`src/rtl/fp_add_arbiter_if.sv`:
```
// Bundle of requester, adder and response signals shared by fp_add_arbiter and its clients.
// The slave side is the arbiter; the master side drives the requests and the adder result.
interface fp_add_arbiter_if #(
    parameter int E_WIDTH = 8,
    parameter int M_WIDTH = 23,
    parameter int NREQ    = 4,
    parameter int ID_W    = 2
);
    localparam int W = E_WIDTH + M_WIDTH + 1;

    logic [NREQ-1:0]   req_valid;
    logic [NREQ*W-1:0] req_a;
    logic [NREQ*W-1:0] req_b;
    logic [NREQ-1:0]   req_ready;
    logic [NREQ-1:0]   cfg_mask;
    logic              flush;
    logic              add_valid;
    logic [W-1:0]      add_a;
    logic [W-1:0]      add_b;
    logic [W-1:0]      add_res;
    logic [NREQ-1:0]   rsp_valid;
    logic [W-1:0]      rsp_res;
    logic [ID_W-1:0]   rsp_id;
    logic              busy;

    modport master (
        output req_valid, req_a, req_b, cfg_mask, flush, add_res,
        input  req_ready, add_valid, add_a, add_b, rsp_valid, rsp_res, rsp_id, busy
    );

    modport slave (
        input  req_valid, req_a, req_b, cfg_mask, flush, add_res,
        output req_ready, add_valid, add_a, add_b, rsp_valid, rsp_res, rsp_id, busy
    );
endinterface

```
`src/rtl/fp_add_arbiter.sv`:
```
// Round-robin sharing of one pipelined FP adder between NREQ requesters; a tag
// pipeline of LAT+1 stages routes each adder result back to its issuer.
module fp_add_arbiter #(
    parameter int E_WIDTH = 8,
    parameter int M_WIDTH = 23,
    parameter int NREQ    = 4,
    parameter int ID_W    = 2,
    parameter int LAT     = 4
) (
    input  logic            clk,
    input  logic            rst,
    fp_add_arbiter_if.slave bus
);
    localparam int W = E_WIDTH + M_WIDTH + 1;

    logic [ID_W-1:0]           ptr_reg;
    logic [NREQ-1:0]           eligible;
    logic [NREQ-1:0]           grant;
    logic [ID_W-1:0]           grant_id;
    logic                      found;
    int                        scan_idx;
    logic                      transfer;
    logic [W-1:0]              grant_a;
    logic [W-1:0]              grant_b;

    logic                      add_valid_reg;
    logic [W-1:0]              add_a_reg;
    logic [W-1:0]              add_b_reg;
    logic [LAT:0]              tag_valid_reg;
    logic [LAT:0][ID_W-1:0]    tag_id_reg;
    logic [NREQ-1:0]           rsp_valid_reg;
    logic [W-1:0]              rsp_res_reg;
    logic [ID_W-1:0]           rsp_id_reg;

    // Gating with rst keeps req_ready low for the whole reset interval.
    generate
        for (genvar gi = 0; gi < NREQ; gi++) begin : g_elig
            assign eligible[gi] = bus.req_valid[gi] & bus.cfg_mask[gi] & ~bus.flush & rst;
        end
    endgenerate

    always_comb begin
        grant    = '0;
        grant_id = '0;
        found    = 1'b0;
        scan_idx = 0;
        for (int k = 1; k <= NREQ; k++) begin
            scan_idx = int'(ptr_reg) + k;
            if (scan_idx >= NREQ) begin
                scan_idx = scan_idx - NREQ;
            end
            if (!found && eligible[scan_idx]) begin
                found           = 1'b1;
                grant[scan_idx] = 1'b1;
                grant_id        = ID_W'(scan_idx);
            end
        end
    end

    assign transfer = found;
    assign grant_a  = bus.req_a[int'(grant_id)*W +: W];
    assign grant_b  = bus.req_b[int'(grant_id)*W +: W];

    always_ff @(posedge clk or negedge rst) begin
        if (!rst) begin
            ptr_reg       <= ID_W'(NREQ - 1);
            add_valid_reg <= 1'b0;
            add_a_reg     <= '0;
            add_b_reg     <= '0;
            tag_valid_reg <= '0;
            tag_id_reg    <= '0;
            rsp_valid_reg <= '0;
            rsp_res_reg   <= '0;
            rsp_id_reg    <= '0;
        end else begin
            add_valid_reg <= transfer;
            if (transfer) begin
                ptr_reg   <= grant_id;
                add_a_reg <= grant_a;
                add_b_reg <= grant_b;
            end

            // Stage 0 lines up with add_valid; stage LAT lines up with add_res.
            tag_id_reg <= {tag_id_reg[LAT-1:0], grant_id};
            if (bus.flush) begin
                tag_valid_reg <= '0;
            end else begin
                tag_valid_reg <= {tag_valid_reg[LAT-1:0], transfer};
            end

            if (tag_valid_reg[LAT] && !bus.flush) begin
                rsp_valid_reg <= {{(NREQ-1){1'b0}}, 1'b1} << tag_id_reg[LAT];
                rsp_res_reg   <= bus.add_res;
                rsp_id_reg    <= tag_id_reg[LAT];
            end else begin
                rsp_valid_reg <= '0;
            end
        end
    end

    assign bus.req_ready = grant;
    assign bus.add_valid = add_valid_reg;
    assign bus.add_a     = add_a_reg;
    assign bus.add_b     = add_b_reg;
    assign bus.rsp_valid = rsp_valid_reg;
    assign bus.rsp_res   = rsp_res_reg;
    assign bus.rsp_id    = rsp_id_reg;
    assign bus.busy      = add_valid_reg | (|tag_valid_reg) | (|rsp_valid_reg);
endmodule

```
`src/flat_wrapper.sv`:
```
// flat-port wrapper written by rule: the top's interface ports become plain ports
module fp_add_arbiter_flat 
#(
    parameter int E_WIDTH = 8,
    parameter int M_WIDTH = 23,
    parameter int NREQ    = 4,
    parameter int ID_W    = 2,
    parameter int LAT     = 4
)
  (clk, rst, bus_req_valid, bus_req_a, bus_req_b, bus_cfg_mask, bus_flush, bus_add_res, bus_req_ready, bus_add_valid, bus_add_a, bus_add_b, bus_rsp_valid, bus_rsp_res, bus_rsp_id, bus_busy);
  fp_add_arbiter_if #(.E_WIDTH(E_WIDTH), .M_WIDTH(M_WIDTH), .NREQ(NREQ), .ID_W(ID_W)) bus_i ();
  input  logic clk;
  input  logic rst;
  input wire logic [$bits(bus_i.req_valid)-1:0] bus_req_valid;
  input wire logic [$bits(bus_i.req_a)-1:0] bus_req_a;
  input wire logic [$bits(bus_i.req_b)-1:0] bus_req_b;
  input wire logic [$bits(bus_i.cfg_mask)-1:0] bus_cfg_mask;
  input wire logic [$bits(bus_i.flush)-1:0] bus_flush;
  input wire logic [$bits(bus_i.add_res)-1:0] bus_add_res;
  output wire logic [$bits(bus_i.req_ready)-1:0] bus_req_ready;
  output wire logic [$bits(bus_i.add_valid)-1:0] bus_add_valid;
  output wire logic [$bits(bus_i.add_a)-1:0] bus_add_a;
  output wire logic [$bits(bus_i.add_b)-1:0] bus_add_b;
  output wire logic [$bits(bus_i.rsp_valid)-1:0] bus_rsp_valid;
  output wire logic [$bits(bus_i.rsp_res)-1:0] bus_rsp_res;
  output wire logic [$bits(bus_i.rsp_id)-1:0] bus_rsp_id;
  output wire logic [$bits(bus_i.busy)-1:0] bus_busy;
  assign bus_i.req_valid = bus_req_valid;
  assign bus_i.req_a = bus_req_a;
  assign bus_i.req_b = bus_req_b;
  assign bus_i.cfg_mask = bus_cfg_mask;
  assign bus_i.flush = bus_flush;
  assign bus_i.add_res = bus_add_res;
  assign bus_req_ready = bus_i.req_ready;
  assign bus_add_valid = bus_i.add_valid;
  assign bus_add_a = bus_i.add_a;
  assign bus_add_b = bus_i.add_b;
  assign bus_rsp_valid = bus_i.rsp_valid;
  assign bus_rsp_res = bus_i.rsp_res;
  assign bus_rsp_id = bus_i.rsp_id;
  assign bus_busy = bus_i.busy;
  fp_add_arbiter #(.E_WIDTH(E_WIDTH), .M_WIDTH(M_WIDTH), .NREQ(NREQ), .ID_W(ID_W), .LAT(LAT)) u_core (.clk(clk), .rst(rst), .bus(bus_i));
endmodule
```
`config.mk`:
```
export PLATFORM = sky130hd
export DESIGN_NAME = fp_add_arbiter_flat
export DESIGN_NICKNAME = d
export VERILOG_FILES = /design/src/rtl/fp_add_arbiter_if.sv /design/src/rtl/fp_add_arbiter.sv /design/src/flat_wrapper.sv
export SDC_FILE = /design/constraint.sdc
export NUM_CORES = 1
export LEC_CHECK = 0
export ABC_AREA = 1
export CORE_MARGIN = 10
export CORE_UTILIZATION = 35
export DETAILED_ROUTE_END_ITERATION = 10
export HOLD_SLACK_MARGIN = 0.03
export PLACE_DENSITY = 0.73
export SYNTH_ARGS = -nofsm -noshare
export SYNTH_HDL_FRONTEND = slang
export SYNTH_SLANG_ARGS = --single-unit
```
`constraint.sdc`:
```
create_clock -name clk -period 3.4 [get_ports clk]
set_clock_uncertainty 0.1 [all_clocks]
set_input_delay 1.02 -clock clk [delete_from_list [all_inputs] [get_ports clk]]
set_output_delay 1.02 -clock clk [all_outputs]
set_load 0.02 [all_outputs]
```
==> results of run 1 <==
-- logic make-up after synthesis --
logic type / share of synthesized area [%]
adder cells (fa/ha/maj): 1.38
AND/OR/NAND/NOR: 46.5
flip-flops: 41.5
buffers and inverters: 9.51
AO/OA/AOI/OAI: 1.07
-- per-stage QoR --
| stage | instance area (sq um) | setup slack [ps] | TNS [ps] | total power, mW |
|---|---|---|---|---|
| floorplan | 7230 | 39.3 | 0 | 8.39 |
| global placement | 11800 | -904 | -15630 | 12.2 |
| detailed placement | 11800 | -1020 | -17780 | 12.3 |
| CTS | 12500 | -192 | -641 | 14.2 |
| global route | 12700 | -177 | -625 | 15.6 |
| finish | 12700 | -92.7 | -329 | 14.4 |
-- layout make-up --
| cell class | instances | area [sq um] |
|---|---|---|
| Inverter | 88 | 340 |
| Sequential cell | 120 | 3010 |
| Timing Repair Buffer | 467 | 4690 |
| Fill cell | 1827 | 7570 |
| Antenna cell | 1 | 2.50 |
| Clock inverter | 15 | 145 |
| Multi-Input combinational cell | 834 | 3780 |
| Clock buffer | 17 | 425 |
| Tap cell | 270 | 338 |
-- layer usage --
layer,wire length [um],up-vias
li1,-,4219
met2,15000,309
met1,11800,3791
met5,0,-
met3,2950,32
met4,544,0
-- synth_stat cells (all sizes together) --
cell type  number  share of area [%]
nand2         630                 33
nand3         141                9.8
dfrtp         118                 41
inv            87                4.5
buf            50                4.3
nor2           18                1.5
or2            18                1.6
clkbuf         12               0.62
ha              8                1.4
o21ai           5               0.35
a221oi          4               0.48
nand4           3               0.47
a21oi           2               0.14
dfstp           2               0.73
nor4            2               0.17
a22oi           1               0.10
and2            1              0.087
clkinv          1              0.052
nor3            1              0.069
-- repair_timing --
item,in CTS,in global routing
endpoints found under the hold margin,0,0
buffers inserted,4,4
setup endpoints to repair,4,4
resized for setup,51,51
gates cloned,0,0
pin swaps,15,23
-- power by group through the flow --
stage                     combinational (mW)  sequential, mW  clock (mW)
after global placement                  9.64            2.56           0
after floorplan                         5.09            3.30           0
after CTS                               9.86            2.56        1.80
after global routing                    11.1            2.64        1.85
final                                   10.0            2.56        1.75
after detailed placement                9.78            2.56           0
-- critical path: cells and delay by family --
kind	cells	cell delay, ps
buffers and inverters	5	520
AND/OR/NAND/NOR	7	520
AO/OA/AOI/OAI	2	300
-- worst max path at each step --
stage | slack (ps) | end
4_1_cts | -190 | bus_req_ready[3]
6_report | -90 | bus_req_ready[0]
3_3_place_gp | -900 | bus_req_ready[0]
3_5_place_dp | -1020 | bus_req_ready[0]
5_1_grt | -180 | bus_req_ready[0]
2_1_floorplan | 40 | bus_req_ready[0]
==> out/metrics.csv, run 1 <==
stage;metric;value;unit
sta;Least-Margin Pin Slew;982;ps
placement;post-DP HPWL;23.6;mm
detailed_routing;DRT Pass-1 Iters;7;
power;Power Dens Cells;1130;mW/mm^2
logic_synthesis;Post-Syn Instances;1104;
detailed_routing;antenna-violating nets left;0;
critical_path;critical-path maximum fanout;4;
logic_synthesis;Synth cell types;29;
detailed_routing;Remaining DRCs;0;
sta;Worst slew margin;34.5;%
placement;port bufs;406;
clock_network;TritonCTS clock tree;built;
power;Peak VDD IR;0.828;mV
sta;Finish-stage setup viols;4;
detailed_routing;vias post-DR;8351;
sta;min setup slack post-route;-92.7;ps
global_routing;first-pass GRT wire length;46.1;mm
logic_synthesis;Synthesis Warnings;0;
die;Die X;164;um
sta;fin crit share;103;%
global_routing;largest net degree at the start of global routing;79;
critical_path;crit path DAT;2370;ps
logic_synthesis;synthesized net count;1411;
global_routing;M3 GR Usage;8.11;%
die;num ports;407;
critical_path;slowest stage cell, crit path;a221oi_4;
critical_path;r2r endpoint;u_core.bus.add_b[9]$_DFFE_PN0P_;
critical_path;CP startpoint;rst;
worst_hold_path;hold endpoint;u_core.tag_id_reg[9]$_DFF_PN0_;
layout;Non-Filler Instances;1812;
critical_path;crit path capture type;output port;
clock_network;clock tree sinks;120;
power;Sw Pwr;7.07;mW
die;die area;0.0268;sq mm
run_status;status;finished with violations;
power;Clk pwr share;12.2;%
logic_synthesis;sequential-to-total area share from yosys stat;41.5;%
critical_path;CP Cell Sequence;buf_12 -> buf_6 -> nand2_4 -> nor2_4 -> nand2_2 -> buf_6 -> nand3_2 -> nand2_2 -> inv_2 -> nand2_4 -> nor2_2 -> a221oi_4 -> o21ai_2 -> buf_6;
power;Leak;6.41;nW
critical_path;max incr delay on CP;210;ps
layout;commonest non-fill, non-tap cell in the layout;nand2_1;
clock_network;Worst-path clk slew;60;ps
critical_path;critical path required time;2280;ps
critical_path;Worst Setup Start Kind;primary input;
detailed_routing;Routed WL;30.3;mm
critical_path;R2R Path Start;u_core.ptr_reg[0]$_DFFE_PN1P_;
logic_synthesis;Post-Syn Area;0.00723;sq mm
run_status;failing checks;negative setup slack;
clock_network;total CTS buffers;17;
global_routing;GRT Util Overall;21.7;%
worst_hold_path;Hold Path Depth;0;
detailed_routing;routed length per instance;16.7;um
layout;Post-Route Utilization;62.7;%
layout;layout cells sized above 1;11.4;%
layout;leading cell types in the layout, fill and taps excluded;nand2_1 (614), clkdlybuf4s50_1 (392), nand3_1 (130), dfrtp_1 (118), inv_1 (76);
detailed_routing;Via density;4.61;
logic_synthesis;Synth Register Bits;120;
power;internal power;7.28;mW
global_routing;met1 Track Usage GR;24.1;%
global_routing;final global-route overflow total;0;
global_routing;initial antenna violation count;1;
global_routing;vias in the first global route;8344;
sta;Max Slew Vio Count;0;
placement;dpl cells;1773;
die;Initial Util;35.6;%
critical_path;FF-to-FF path depth;18;
placement;RD Place Congestion;0.903;
sta;f_max;0.286;GHz
power;part of the power in registers;17.8;%
logic_synthesis;syn_area_per_cell;6.55;sq um
critical_path;most used cell, CP;buf_6;
power;Gate power share;70.0;%
sta;Final Hold Fails;0;
critical_path;WS Path Type;primary input to output port;
global_routing;grt peak-use layer;met2;
clock_network;clock buffer depth;2;
job;max_cap viols;0;
worst_hold_path;Hold Path Origin;u_core.tag_id_reg[7]$_DFF_PN0_;
layout;area delta synth->final;75.9;%
detailed_routing;Iter 0 DRT Violations;537;
die;DIE HEIGHT;164;um
clock_network;CTS Hold Bufs;0;
die;Site Rows;52;
clock_network;clock root cell;clkbuf_16;
sta;crit path time final;3490;ps
clock_network;worst skew pair latency;420;ps
sta;RSZ-0062 raised after global routing;yes;
layout;Final Net Count;1835;
critical_path;R2R Setup Slk;510;ps
worst_hold_path;Hold WC Path Type;flip-flop to flip-flop;
power;switch share;49.2;%
die;Core Box Area;0.0203;sq mm
clock_network;htree depth;4;
global_routing;met2 usage;37.8;%
sta;Fin Hold WS;247;ps
(Power assumes the default switching activity.)
==> run 2: changes to the inputs <==
--- a/config.mk
+++ b/config.mk
@@ -11,6 +11,7 @@
 export DETAILED_ROUTE_END_ITERATION = 10
 export HOLD_SLACK_MARGIN = 0.03
 export PLACE_DENSITY = 0.73
+export SETUP_SLACK_MARGIN = 0.5
 export SYNTH_ARGS = -nofsm -noshare
 export SYNTH_HDL_FRONTEND = slang
 export SYNTH_SLANG_ARGS = --single-unit
==> out/metrics.csv, run 2 (synthesis gave the netlist of run 1 again) <==
stage;metric;value;unit;change
sta;Setup TNS Final;-711;ps;-382 ps
sta;Worst slew margin;38.2;%;+3.7 points
detailed_routing;vias post-DR;8879;;+6.3%
die;Initial Util;35.6;%;unchanged
placement;post-DP HPWL;23.5;mm;-0.10%
critical_path;R2R Setup Slk;140;ps;-370 ps
sta;Final Hold Fails;0;;unchanged
sta;f_max;0.283;GHz;-1.3%
sta;min setup slack post-route;-137;ps;-44.7 ps
clock_network;htree depth;4;;unchanged
critical_path;WS Path Type;primary input to output port;;
global_routing;final global-route overflow total;0;;unchanged
critical_path;r2r endpoint;u_core.bus.add_a[18]$_DFFE_PN0P_;;
critical_path;crit path capture type;output port;;
critical_path;FF-to-FF path depth;24;;+6
die;Core Box Area;0.0203;sq mm;unchanged
die;num ports;407;;unchanged
detailed_routing;Via density;4.79;;+3.9%
layout;commonest non-fill, non-tap cell in the layout;nand2_1;;
global_routing;initial antenna violation count;0;;-1
critical_path;R2R Path Start;u_core.ptr_reg[0]$_DFFE_PN1P_;;
critical_path;CP endpoint;bus_req_ready[1];;
placement;DP Worst Slack;-937;ps;+86.9 ps
critical_path;CP startpoint;bus_flush;;
global_routing;vias in the first global route;8473;;+1.5%
die;die area;0.0268;sq mm;unchanged
detailed_routing;Routed WL;33.3;mm;+9.7%
detailed_routing;routed length per instance;17.9;um;+7.1%
placement;port bufs;406;;unchanged
critical_path;largest delay contributor family on the critical path;simple AND/OR/NAND/NOR gates;;
detailed_routing;Remaining DRCs;0;;unchanged
sta;Max Slew Vio Count;0;;unchanged
die;Die X;164;um;unchanged
die;DIE HEIGHT;164;um;unchanged
clock_network;Worst-path clk slew;60;ps;about the same
layout;n_diodes;0;;-1
global_routing;first-pass GRT wire length;46.3;mm;+0.42%
critical_path;critical-path maximum fanout;6;;+2
critical_path;CP Cell Sequence;buf_6 -> buf_6 -> nor2_8 -> nand3_4 -> nand3_2 -> nand2_4 -> inv_6 -> nor2_4 -> nand2_4 -> nor2_2 -> a221oi_2 -> o21ai_2 -> buf_6;;
layout;area delta synth->final;91.3;%;
global_routing;largest net degree at the start of global routing;76;;-3.8%
run_status;failing checks;negative setup slack;;
sta;fin crit share;104;%;+1.3 points
clock_network;clock tree sinks;120;;unchanged
clock_network;clock root cell;clkbuf_16;;
clock_network;worst skew pair latency;410;ps;about the same
layout;layout cells sized above 1;18.4;%;+7.0 points
worst_hold_path;Hold WC Path Type;flip-flop to flip-flop;;
layout;leading cell types in the layout, fill and taps excluded;nand2_1 (553), clkdlybuf4s50_1 (391), nand3_1 (120), dfrtp_1 (118), inv_1 (77);;
critical_path;critical path required time;2280;ps;about the same
job;max_cap viols;0;;unchanged
sta;Least-Margin Pin Slew;926;ps;-55.9 ps
critical_path;most used cell, CP;buf_6;;
clock_network;clock buffer depth;2;;unchanged
global_routing;GRT Util Overall;21.9;%;+0.19 points
sta;RSZ-0062 raised after global routing;yes;;
detailed_routing;Iter 0 DRT Violations;685;;+28%
clock_network;TritonCTS clock tree;built;;
power;Leak;6.91;nW;+7.7%
layout;Final Net Count;1879;;+2.4%
detailed_routing;antenna-violating nets left;0;;unchanged
run_status;status;finished with violations;;
critical_path;Levels on crit path;13;;-1
layout;Post-Route Utilization;68.2;%;+5.5 points
critical_path;Buf/Inv on CP;4;;-1
sta;Finish-stage setup viols;19;;+15
sta;crit path time final;3540;ps;+44.7 ps
critical_path;Worst Setup Start Kind;primary input;;
die;Site Rows;52;;unchanged
detailed_routing;DRT Pass-1 Iters;5;;-2
critical_path;max incr delay on CP;200;ps;about the same
power;Power Dens Cells;1240;mW/mm^2;+10%
critical_path;slowest stage cell, crit path;a221oi_2;;
placement;RD Place Congestion;0.884;;-2.1%
critical_path;crit path DAT;2420;ps;+50 ps
sta;Fin Hold WS;243;ps;-3.40 ps
power;Peak VDD IR;0.907;mV;+9.5%
clock_network;total CTS buffers;17;;unchanged
[run 2: cell count changes in the layout (fill, tap and decap cells not counted), moves of 10 or more]
cell / delta
nand3_2: +10
buf_6: +10
nand2_1: -61
clkbuf_16: +15
buf_12: +10
nand3_1: -10
nand2_2: +52
[run 2: worst min-delay path by stage]
stage                                   start                             end  slack, ps  cells after the start
3_3_place_gp   u_core.tag_id_reg[0]$_DFF_PN0_  u_core.tag_id_reg[2]$_DFF_PN0_        230                      0
5_1_grt        u_core.tag_id_reg[5]$_DFF_PN0_  u_core.tag_id_reg[7]$_DFF_PN0_        250                      0
2_1_floorplan  u_core.tag_id_reg[0]$_DFF_PN0_  u_core.tag_id_reg[2]$_DFF_PN0_        230                      0
6_report       u_core.tag_id_reg[6]$_DFF_PN0_  u_core.tag_id_reg[8]$_DFF_PN0_        240                      0
3_5_place_dp   u_core.tag_id_reg[6]$_DFF_PN0_  u_core.tag_id_reg[8]$_DFF_PN0_        230                      0
4_1_cts        u_core.tag_id_reg[2]$_DFF_PN0_  u_core.tag_id_reg[4]$_DFF_PN0_        250                      0
[run 2: worst reg2reg max path, delay by kind of cell (launching register included)]
kind                       cells  cell delay [ps]
buffers and inverters         14             1550
and+or+nand+nor                9              750
DFF                            1              550
adders and majority gates      1              250
[run 2: per-layer routing]
| metal | wire length, um | global-route usage (%) | vias to the layer above |
|---|---|---|---|
| met3 | 3360 | 8.59 | 47 |
| li1 | - | - | 4316 |
| met4 | 708 | 5.65 | 0 |
| met1 | 12700 | 25.2 | 4112 |
| met2 | 16500 | 37.2 | 404 |
| met5 | 0 | 0 | - |
[run 2: metrics by stage]
stage	cells	total power [mW]	cell area, sq um
5_1_grt	1855	18.5	13800
4_1_cts	1812	14.6	12600
2_1_floorplan	1104	8.48	7290
3_3_place_gp	1772	12.5	12000
6_report	1855	17.2	13800
3_5_place_dp	1772	12.6	12000
[run 2: area by class of cell]
type | count | area, sq um
tap | 270 | 338
clock inverter | 15 | 156
multi-input combinational | 835 | 4050
clock buffer | 17 | 425
fill | 1702 | 6460
timing repair inverter | 1 | 16.3
inverter | 88 | 353
timing repair buffer | 509 | 5500
sequential | 120 | 3010
[run 2: where the power goes]
group	internal (mW)	total [mW]	switching [mW]
Combinational	5.87	12.8	6.95
Clock	1.04	1.78	0.745
Sequential	2.21	2.57	0.360
[run 2: what timing repair did]
item | CTS | global route
buffers inserted | 8 | 18
pin swaps | 18 | 43
gates cloned | 0 | 25
resized for setup | 56 | 147
hold buffers | 0 | 0
endpoints found under the setup margin | 69 | 67
